`src/rtl/min_readout.sv`:
```
// Minimum-result readout engine: issues credit-limited reads to the ordering or distance
// result memory, buffers responses and streams them to the host with valid/ready.
// Optional distance path is built only when MIN_READOUT_DIST_EN is defined.
module min_readout #(
  parameter int FIFO_DEPTH       = 4,
  parameter int CITY_DIV_LOG     = 3,
  parameter int SITER_LOG        = 4,
  parameter int REPLICA_DATA_BIT = 16,
  parameter int TOTAL_DATA_W     = 24,
  parameter int OUT_W            = (REPLICA_DATA_BIT > TOTAL_DATA_W) ? REPLICA_DATA_BIT
                                                                     : TOTAL_DATA_W
) (
  input  logic                        clk,
  input  logic                        reset,
  input  logic                        start_ord,
  input  logic                        start_dist,
  input  logic [SITER_LOG:0]          dist_count,
  input  logic                        opt_run,
  output logic                        min_ord_read,
  input  logic                        ordering_min_valid,
  input  logic [REPLICA_DATA_BIT-1:0] ordering_min_data,
  output logic                        min_distance_read,
  input  logic                        distance_min_valid,
  input  logic [TOTAL_DATA_W-1:0]     distance_min_data,
  output logic                        out_valid,
  output logic [OUT_W-1:0]            out_data,
  output logic                        out_last,
  input  logic                        out_ready,
  output logic                        busy,
  output logic                        abort
);

  localparam int CNT_W  = ((CITY_DIV_LOG > SITER_LOG) ? CITY_DIV_LOG : SITER_LOG) + 1;
  localparam int ADDR_W = $clog2(FIFO_DEPTH);
  localparam int FCNT_W = ADDR_W + 1;

  typedef enum logic [1:0] {
    IDLE    = 2'd0,
    ORD_RD  = 2'd1,
`ifdef MIN_READOUT_DIST_EN
    DIST_RD = 2'd3,
`endif
    DRAIN   = 2'd2
  } state_t;

  state_t              state, state_next;
  logic [CNT_W-1:0]    target, issued, pushed;
  logic                inflight;
  logic [ADDR_W-1:0]   wr_ptr, rd_ptr;
  logic [FCNT_W-1:0]   fifo_count;
  logic [FCNT_W:0]     occupancy;
  logic [OUT_W:0]      mem [FIFO_DEPTH];
  logic [OUT_W:0]      head;

  logic                reading, credit_ok, rd_strobe, last_issue;
  logic                resp_valid, push, pop, last_pop, abort_now, push_last;
  logic [OUT_W-1:0]    resp_data;

`ifdef MIN_READOUT_DIST_EN
  logic                is_dist;

  assign reading           = (state == ORD_RD) || (state == DIST_RD);
  assign resp_valid        = is_dist ? distance_min_valid : ordering_min_valid;
  assign resp_data         = is_dist ? OUT_W'(distance_min_data) : OUT_W'(ordering_min_data);
  assign min_distance_read = rd_strobe && (state == DIST_RD);
`else
  logic                unused_dist;

  assign reading           = (state == ORD_RD);
  assign resp_valid        = ordering_min_valid;
  assign resp_data         = OUT_W'(ordering_min_data);
  assign min_distance_read = 1'b0;
  assign unused_dist       = ^{start_dist, dist_count, distance_min_valid, distance_min_data};
`endif

  // A word may be requested only if the FIFO can hold it plus the response still in flight.
  assign occupancy    = {1'b0, fifo_count} + {{FCNT_W{1'b0}}, inflight};
  assign credit_ok    = occupancy < (FCNT_W+1)'(FIFO_DEPTH);
  assign rd_strobe    = reading && (issued < target) && !opt_run && credit_ok;
  assign last_issue   = rd_strobe && (issued == target - CNT_W'(1));
  assign min_ord_read = rd_strobe && (state == ORD_RD);

  assign abort_now = opt_run && (state != IDLE);
  assign push      = resp_valid && (state != IDLE) && !abort_now;
  assign push_last = (pushed == target - CNT_W'(1));
  assign head      = mem[rd_ptr];
  assign out_valid = (fifo_count != '0);
  assign out_data  = out_valid ? head[OUT_W-1:0] : '0;
  assign out_last  = out_valid && head[OUT_W];
  assign pop       = out_valid && out_ready;
  assign last_pop  = pop && head[OUT_W];
  assign busy      = (state != IDLE);

  always_comb begin
    // NOTE: assign every combinational output a default first so no path infers a latch.
    state_next = state;
    case (state)
      IDLE: begin
        if (start_ord) state_next = ORD_RD;
`ifdef MIN_READOUT_DIST_EN
        else if (start_dist) state_next = DIST_RD;
`endif
      end
      ORD_RD:  if (last_issue) state_next = DRAIN;
`ifdef MIN_READOUT_DIST_EN
      DIST_RD: if (last_issue) state_next = DRAIN;
`endif
      DRAIN:   if (last_pop) state_next = IDLE;
      default: state_next = IDLE;
    endcase
    if (abort_now) state_next = IDLE;
  end

  // NOTE: sequential state uses non-blocking assignments so every register samples pre-edge values.
  always_ff @(posedge clk or negedge reset) begin
    if (!reset) begin
      state    <= IDLE;
      target   <= '0;
      issued   <= '0;
      pushed   <= '0;
      inflight <= 1'b0;
      abort    <= 1'b0;
`ifdef MIN_READOUT_DIST_EN
      is_dist  <= 1'b0;
`endif
    end else begin
      state    <= state_next;
      inflight <= rd_strobe;
      abort    <= abort_now;
      if (state == IDLE && state_next == ORD_RD) begin
        target <= CNT_W'(1) << CITY_DIV_LOG;
        issued <= '0;
        pushed <= '0;
`ifdef MIN_READOUT_DIST_EN
        is_dist <= 1'b0;
      end else if (state == IDLE && state_next == DIST_RD) begin
        target  <= (dist_count == '0) ? (CNT_W'(1) << SITER_LOG) : CNT_W'(dist_count);
        issued  <= '0;
        pushed  <= '0;
        is_dist <= 1'b1;
`endif
      end else begin
        issued <= issued + CNT_W'(rd_strobe);
        pushed <= pushed + CNT_W'(push);
      end
    end
  end

  always_ff @(posedge clk or negedge reset) begin
    if (!reset) begin
      wr_ptr     <= '0;
      rd_ptr     <= '0;
      fifo_count <= '0;
    end else if (abort_now) begin
      wr_ptr     <= '0;
      rd_ptr     <= '0;
      fifo_count <= '0;
    end else begin
      if (push) wr_ptr <= wr_ptr + ADDR_W'(1);
      if (pop)  rd_ptr <= rd_ptr + ADDR_W'(1);
      case ({push, pop})
        2'b10:   fifo_count <= fifo_count + FCNT_W'(1);
        2'b01:   fifo_count <= fifo_count - FCNT_W'(1);
        default: fifo_count <= fifo_count;
      endcase
    end
  end

  // NOTE: storage is not reset; out_data/out_last are masked by out_valid so stale words never leak.
  always_ff @(posedge clk) begin
    if (push) mem[wr_ptr] <= {push_last, resp_data};
  end

endmodule

```
`config.mk`:
```
export PLATFORM = sky130hd
export DESIGN_NAME = min_readout
export DESIGN_NICKNAME = d
export VERILOG_FILES = /design/src/rtl/min_readout.sv
export SDC_FILE = /design/constraint.sdc
export NUM_CORES = 1
export LEC_CHECK = 0
export ABC_AREA = 1
export CAP_MARGIN = 25
export CORE_UTILIZATION = 47
export DETAILED_ROUTE_END_ITERATION = 7
export PLACE_DENSITY = 0.73
export SYNTH_ARGS = -nofsm -noshare
export SYNTH_HDL_FRONTEND = slang
export SYNTH_SLANG_ARGS = --single-unit
```
`constraint.sdc`:
```
create_clock -name clk -period 2.3 [get_ports clk]
set_input_delay 0.345 -clock clk [delete_from_list [all_inputs] [get_ports clk]]
set_output_delay 0.345 -clock clk [all_outputs]
set_load 0.01 [all_outputs]
```
=== After elaboration in Yosys (flattened, before gate mapping) ===
Memory sizes are Yosys's and may differ from the RTL's.
Cells that the tools add are included.

* $add $sub $neg: 8
* Order comparisons: 2
* Eq/ne operators: 7
* Mux-type cells: 16
* Reduce and logical (&&, ||, !) cells: 20

{| class="wikitable"
|+ Operators with widths
! kind !! number
|-
| $mux 24 || 1
|-
| $mux 2 || 8
|-
| $logic_and 1x1->1 || 12
|-
| $add 5x1->5 || 2
|-
| $eq 5x5->1 || 2
|-
| $mux 5 || 2
|-
| $eq 2x1->1 const B || 3
|-
| $pmux 2 s3 || 1
|-
| $pmux 3 s2 || 1
|-
| $reduce_bool 2->1 || 3
|-
| $reduce_bool 3->1 || 2
|-
| $lt 5x4->1 || 1
|-
| $sub 4x1->5 const B || 1
|-
| $add 2x1->2 const B || 2
|-
| $add 3x1->4 || 1
|-
| $eq 2x2->1 const B || 2
|-
| $lt 4x3->1 const B || 1
|-
| $add 3x1->3 const B || 1
|-
| $mux 3 || 1
|-
| $sub 3x1->3 const B || 1
|-
| $logic_not 1->1 || 2
|-
| $logic_not 2->1 || 1
|-
| $mux 1 || 2
|}

* Register bits: 22
* RAM bits: 68
* Output and inout port bits: 30
* Logic and storage cells: 63
* Memories kept: 1

{| class="wikitable"
|+ Memory list
! memory !! words !! bits a word !! rd ports !! clocked after memory_dff !! wr ports !! line !! text
|-
| mem || 4 || 17 || 1 || 0 || 1 || 52 || <nowiki>logic [OUT_W:0] mem [FIFO_DEPTH];</nowiki>
|}

=== Depth between registers and ports, before layout ===
Gate-level depths: netlist of the first run.

* Depth after elaboration: 11
* Depth in mapped cells: 12
* Mapped depth without buffers: 12

=== Least setup slack after synthesis of the first run ===
OpenSTA, ideal clock, no wires.

* Kind: register -> register
* Start point: register state[1]
* End point: memory mem[0][0] (netlist name), enable pin
* Setup time: 391 ps
* Data arrival time: 1411 ps
* Required time: 1909 ps
* Path slack: 498 ps
* Cell stages (with the launch flop): 5
* Path buffers: 0
* Period minus slack after synthesis: 1802 ps
* Path through: dfrtp_1 -> nor2_4 -> inv_6 -> nand3_4 -> nor2_1

* Cells in the longest elaborated chain, start to end: 6

{| class="wikitable"
|+ RTL lines
! what !! line !! text
|-
| start: declaration || 46 || <nowiki>state_t state, state_next;</nowiki>
|-
| start signal: assignment || 127 || <nowiki>state <= state_next;</nowiki>
|-
| $reduce_bool 2->1 * || -- ||
|-
| net busy || 29 || <nowiki>output logic busy,</nowiki>
|-
| $logic_and 1x1->1 || 83 || <nowiki>assign abort_now = opt_run && (state != IDLE);</nowiki>
|-
| $logic_not 1->1 || 84 || <nowiki>assign push = resp_valid && (state != IDLE) && !abort_now;</nowiki>
|-
| $logic_and 1x1->1 * || 84 ||
|-
| $mux 1 * || 171 || <nowiki>if (push) mem[wr_ptr] <= {push_last, resp_data};</nowiki>
|-
| $mux 1 (implied by the code) * || 171 ||
|-
| end: declaration || 52 ||
|}

Mark *: on every way through the listed nets, which the timed path passes. The rest lies on a longest branch.

=== Worst setup path in the final report of the first run ===
* Start point: input opt_run
* End point: output min_ord_read

* Cells in the longest elaborated chain, start to end: 4

{| class="wikitable"
|+ RTL lines
! what !! line !! text
|-
| start: declaration || 18 || <nowiki>input logic opt_run,</nowiki>
|-
| $logic_not 1->1 || 79 || <nowiki>assign rd_strobe = reading && (issued < target) && !opt_run && credit_ok;</nowiki>
|-
| $logic_and 1x1->1 (2 in series) || 79 ||
|-
| $logic_and 1x1->1 || 81 || <nowiki>assign min_ord_read = rd_strobe && (state == ORD_RD);</nowiki>
|-
| end: declaration || 19 || <nowiki>output logic min_ord_read,</nowiki>
|}

Every way passes these cells.

==> results of run 1 <==
==> per-layer routing <==
| layer | track usage [%] | part of all wire, % |
|---|---|---|
| met4 | 8.21 | 1.8 |
| met3 | 2.91 | 3.9 |
| met5 | 0 | 0 |
| met2 | 32.2 | 51 |
| met1 | 22.4 | 43 |
==> registers in the layout, summed over array words and instances (netlist names) <==
signal      count
issued          5
pushed          5
fifo_count      3
state           2
target          1
abort           1
rd_ptr          2
wr_ptr          2
inflight        1
mem            68
==> cell families after synthesis <==
family          count (synthesis)  synth area share [%]
simple gates                  135                  15.2
flops                          90                  65.5
compound gates                 64                  8.28
buf+inv                        52                  6.45
fa+ha+maj                      10                  3.35
xor+xnor                        5                  1.11
other cells                     1                0.0948
==> timing repair <==
item | in CTS | in global routing
gates resized for setup | 12 | 11
endpoints found under the setup margin | 17 | 9
pin swaps | 0 | 0
setup buffers | 1 | 0
gates cloned | 1 | 0
==> metrics by stage <==
step                      hold WS [ns]  cell area (sq um)  power (W)  cells
after floorplan                 0.0494               3990    0.00340    365
after global placement           0.536               4510    0.00424    504
after detailed placement         0.554               4510    0.00430    504
after CTS                        0.327               4730    0.00529    522
after global routing             0.380               4750    0.00560    522
final                            0.332               4750    0.00522    522
==> synthesized netlist by cell type (all sizes together) <==
cell,number,area (sq um)
nand3b,1,7.51
inv,32,125
nor3,2,21.3
buf,16,115
dfrtp,22,551
a22o,1,8.76
conb,1,3.75
xor2,2,17.5
nor2,89,364
nand2,29,126
a21oi,26,134
edfxtp,68,2040
o21ai,37,185
ha,9,113
nand3,14,82.6
fa,1,20.0
clkbuf,4,15.0
xnor2,3,26.3
==> power by group through the flow <==
| stage | clock [W] | sequential (W) | combinational (W) |
|---|---|---|---|
| global route | 0.00107 | 0.00207 | 0.00246 |
| CTS | 0.00101 | 0.00205 | 0.00224 |
| floorplan | 0 | 0.00205 | 0.00134 |
| finish | 0.000990 | 0.00205 | 0.00218 |
| global placement | 0 | 0.00207 | 0.00217 |
| detailed placement | 0 | 0.00208 | 0.00222 |
==> area by class of cell <==
class | instances | area, sq um | area share [%]
Timing Repair Buffer | 56 | 578 | 12.2
Multi-Input combinational cell | 223 | 1140 | 24.0
Sequential cell | 90 | 2590 | 54.6
Inverter | 32 | 130 | 2.74
Clock buffer | 9 | 124 | 2.61
Clock inverter | 7 | 57.6 | 1.21
Tap cell | 105 | 131 | 2.76
==> worst max-delay path, cell delays in order <==
cell             delay [ns]
clkdlybuf4s50_1        0.42
inv_1                  0.19
nand3_1                0.14
nor2_1                 0.14
clkdlybuf4s50_1        0.56
==> final timing paths <==
path                          startpoint       endpoint  cells past startpoint
max                              opt_run   min_ord_read                      5
min                                reset  fifo_count[2]                      2
max reg2reg                fifo_count[1]  fifo_count[2]                     11
min reg2reg                    pushed[4]      pushed[4]                      2
max in group asynchronous          reset      rd_ptr[0]                      2
min in group clk               pushed[4]      pushed[4]                      2
==> metrics.md, run 1 <==
| Metric | Value |
|---|---|
| Die height | `roughly 94 um` |
| Vias in the first global route | `2538` |
| Synth-to-Final Area Change | `20.1%` |
| Crit end category | `primary output` |
| Switch Pwr | `approximately 0.0020 W` |
| Fin Setup TNS | `0 ns` |
| Worst slack, placed | `about 0.11 ns` |
| Number of port buffers | `42` |
| Crit-path max FO | `3` |
| First-pass DRT Iterations | `4` |
| Via-to-Cell Ratio | `about 5` |
| Fillers | `between 600 and 700` |
| Core area | `between 0.008 and 0.009 sq mm` |
| Worst-Margin Slew | `~0.54 ns` |
| Yosys warnings | `0` |
| Final wirelength | `between 7 and 8 mm` |
| Htree depth | `3` |
| Switching Share | `a little under two fifths` |
| Setup CP Type | `in2out` |
| Combinational Power Share | `around two fifths` |
| Element type at the critical path start | `input pin` |
| Worst-Skew Late Latency | `between 0.3 and 0.4 ns` |
| Commonest non-fill, non-tap cells in the layout | `nor2_1 (83), edfxtp_1 (68), o21ai_0 (36), inv_1 (29), nand2_1 (26)` |
| Hold_buf cts | `0` |
| Register share of total power | `between 30% and 40%` |
| Maximum clock rate | `around 0.46 GHz` |
| Die width | `between 90 and 100 um` |
| Avg Inst Size Synth | `between 10 and 15 sq um` |
| Post-layout util | `roughly three fifths` |
| RSZ-0062 raised after global routing | `false` |
| DR WL/cell | `14.1 um` |
| FF-to-FF setup slack | `approximately 0.5 ns` |
| Internal power | `0.00326 W` |
| Power per Cell Area | `between 1000 and 1500 mW/mm^2` |
| Final min period | `between 2 and 2.5 ns` |
| Clk root buf | `clkbuf_8` |
| Hold Crit Class | `in2async` |
| Initial antenna violation count | `0` |
| DRC errors left | `0` |
| Cells after synthesis | `between 300 and 400` |
| CTS sink cnt | `90` |
| Post-layout nets | `around 480` |
| Die area | `about 0.009 sq mm` |
| Grt ovf | `0` |
| Final Setup Violations | `0` |
| Synthesis-stage register bit count | `90` |
| Routed Antenna Nets | `0` |
| Max transition margin | `roughly 64%` |
| Clk buf depth | `2` |
| Clk pwr share | `between 10% and 20%` |
| Critical Path AT | `~1.8 ns` |
| Iter 0 DRT Violations | `103` |
| RD Place Congestion | `~0.82` |
| TritonCTS Buffers | `9` |
| Seq/Total Area, Yosys | `around two thirds` |
| Hpwl dp | `between 4 and 5 mm` |
| GRT Overall Usage | `18.4%` |
| Pin count of the biggest net entering global routing | `23` |
| Maximum VDD drop | `~0.46 mV` |
| First-pass GRT wire length | `between 10 and 15 mm` |
| Max-Cap Viols | `0` |
| Clock skew | `~0.015 ns` |
| Yosys cell types | `29` |
| Status | `completed` |
| Most common cell after layout, fill and taps aside | `nor2_1` |
| CTS clk-pin slew, worst paths | `~0.09 ns` |
| Leakage | `slightly below 2 nW` |
| Layout cell share with drive strength beyond 1 | `11.0%` |
| CTS tree | `built` |
| Row count | `33` |
| Initial Utilization | `just under 50%` |
| CP required | `just under 2 ns` |
| DR vias | `about 2600` |
| Final worst-path cycle share | `around 94%` |
| Post-Syn Area | `between 0.003 and 0.004 sq mm` |
| IO Pins | `between 80 and 90` |
| Endpoints failing hold | `0` |
| Pins Over Slew Limit | `0` |
| Ant. Diodes | `0` |
| Worst Slack Setup Final | `around 0.15 ns` |
Power figures use the tool's default switching activity.
==> inputs of run 2 (changes only) <==
--- a/config.mk
+++ b/config.mk
@@ -8,6 +8,7 @@
 export ABC_AREA = 1
 export CAP_MARGIN = 25
 export CORE_UTILIZATION = 47
+export CTS_CLUSTER_SIZE = 28
 export DETAILED_ROUTE_END_ITERATION = 7
 export PLACE_DENSITY = 0.73
 export SYNTH_ARGS = -nofsm -noshare
==> results of run 2 <==
The final DEF is identical to that of run 1; final timing and power are the same.
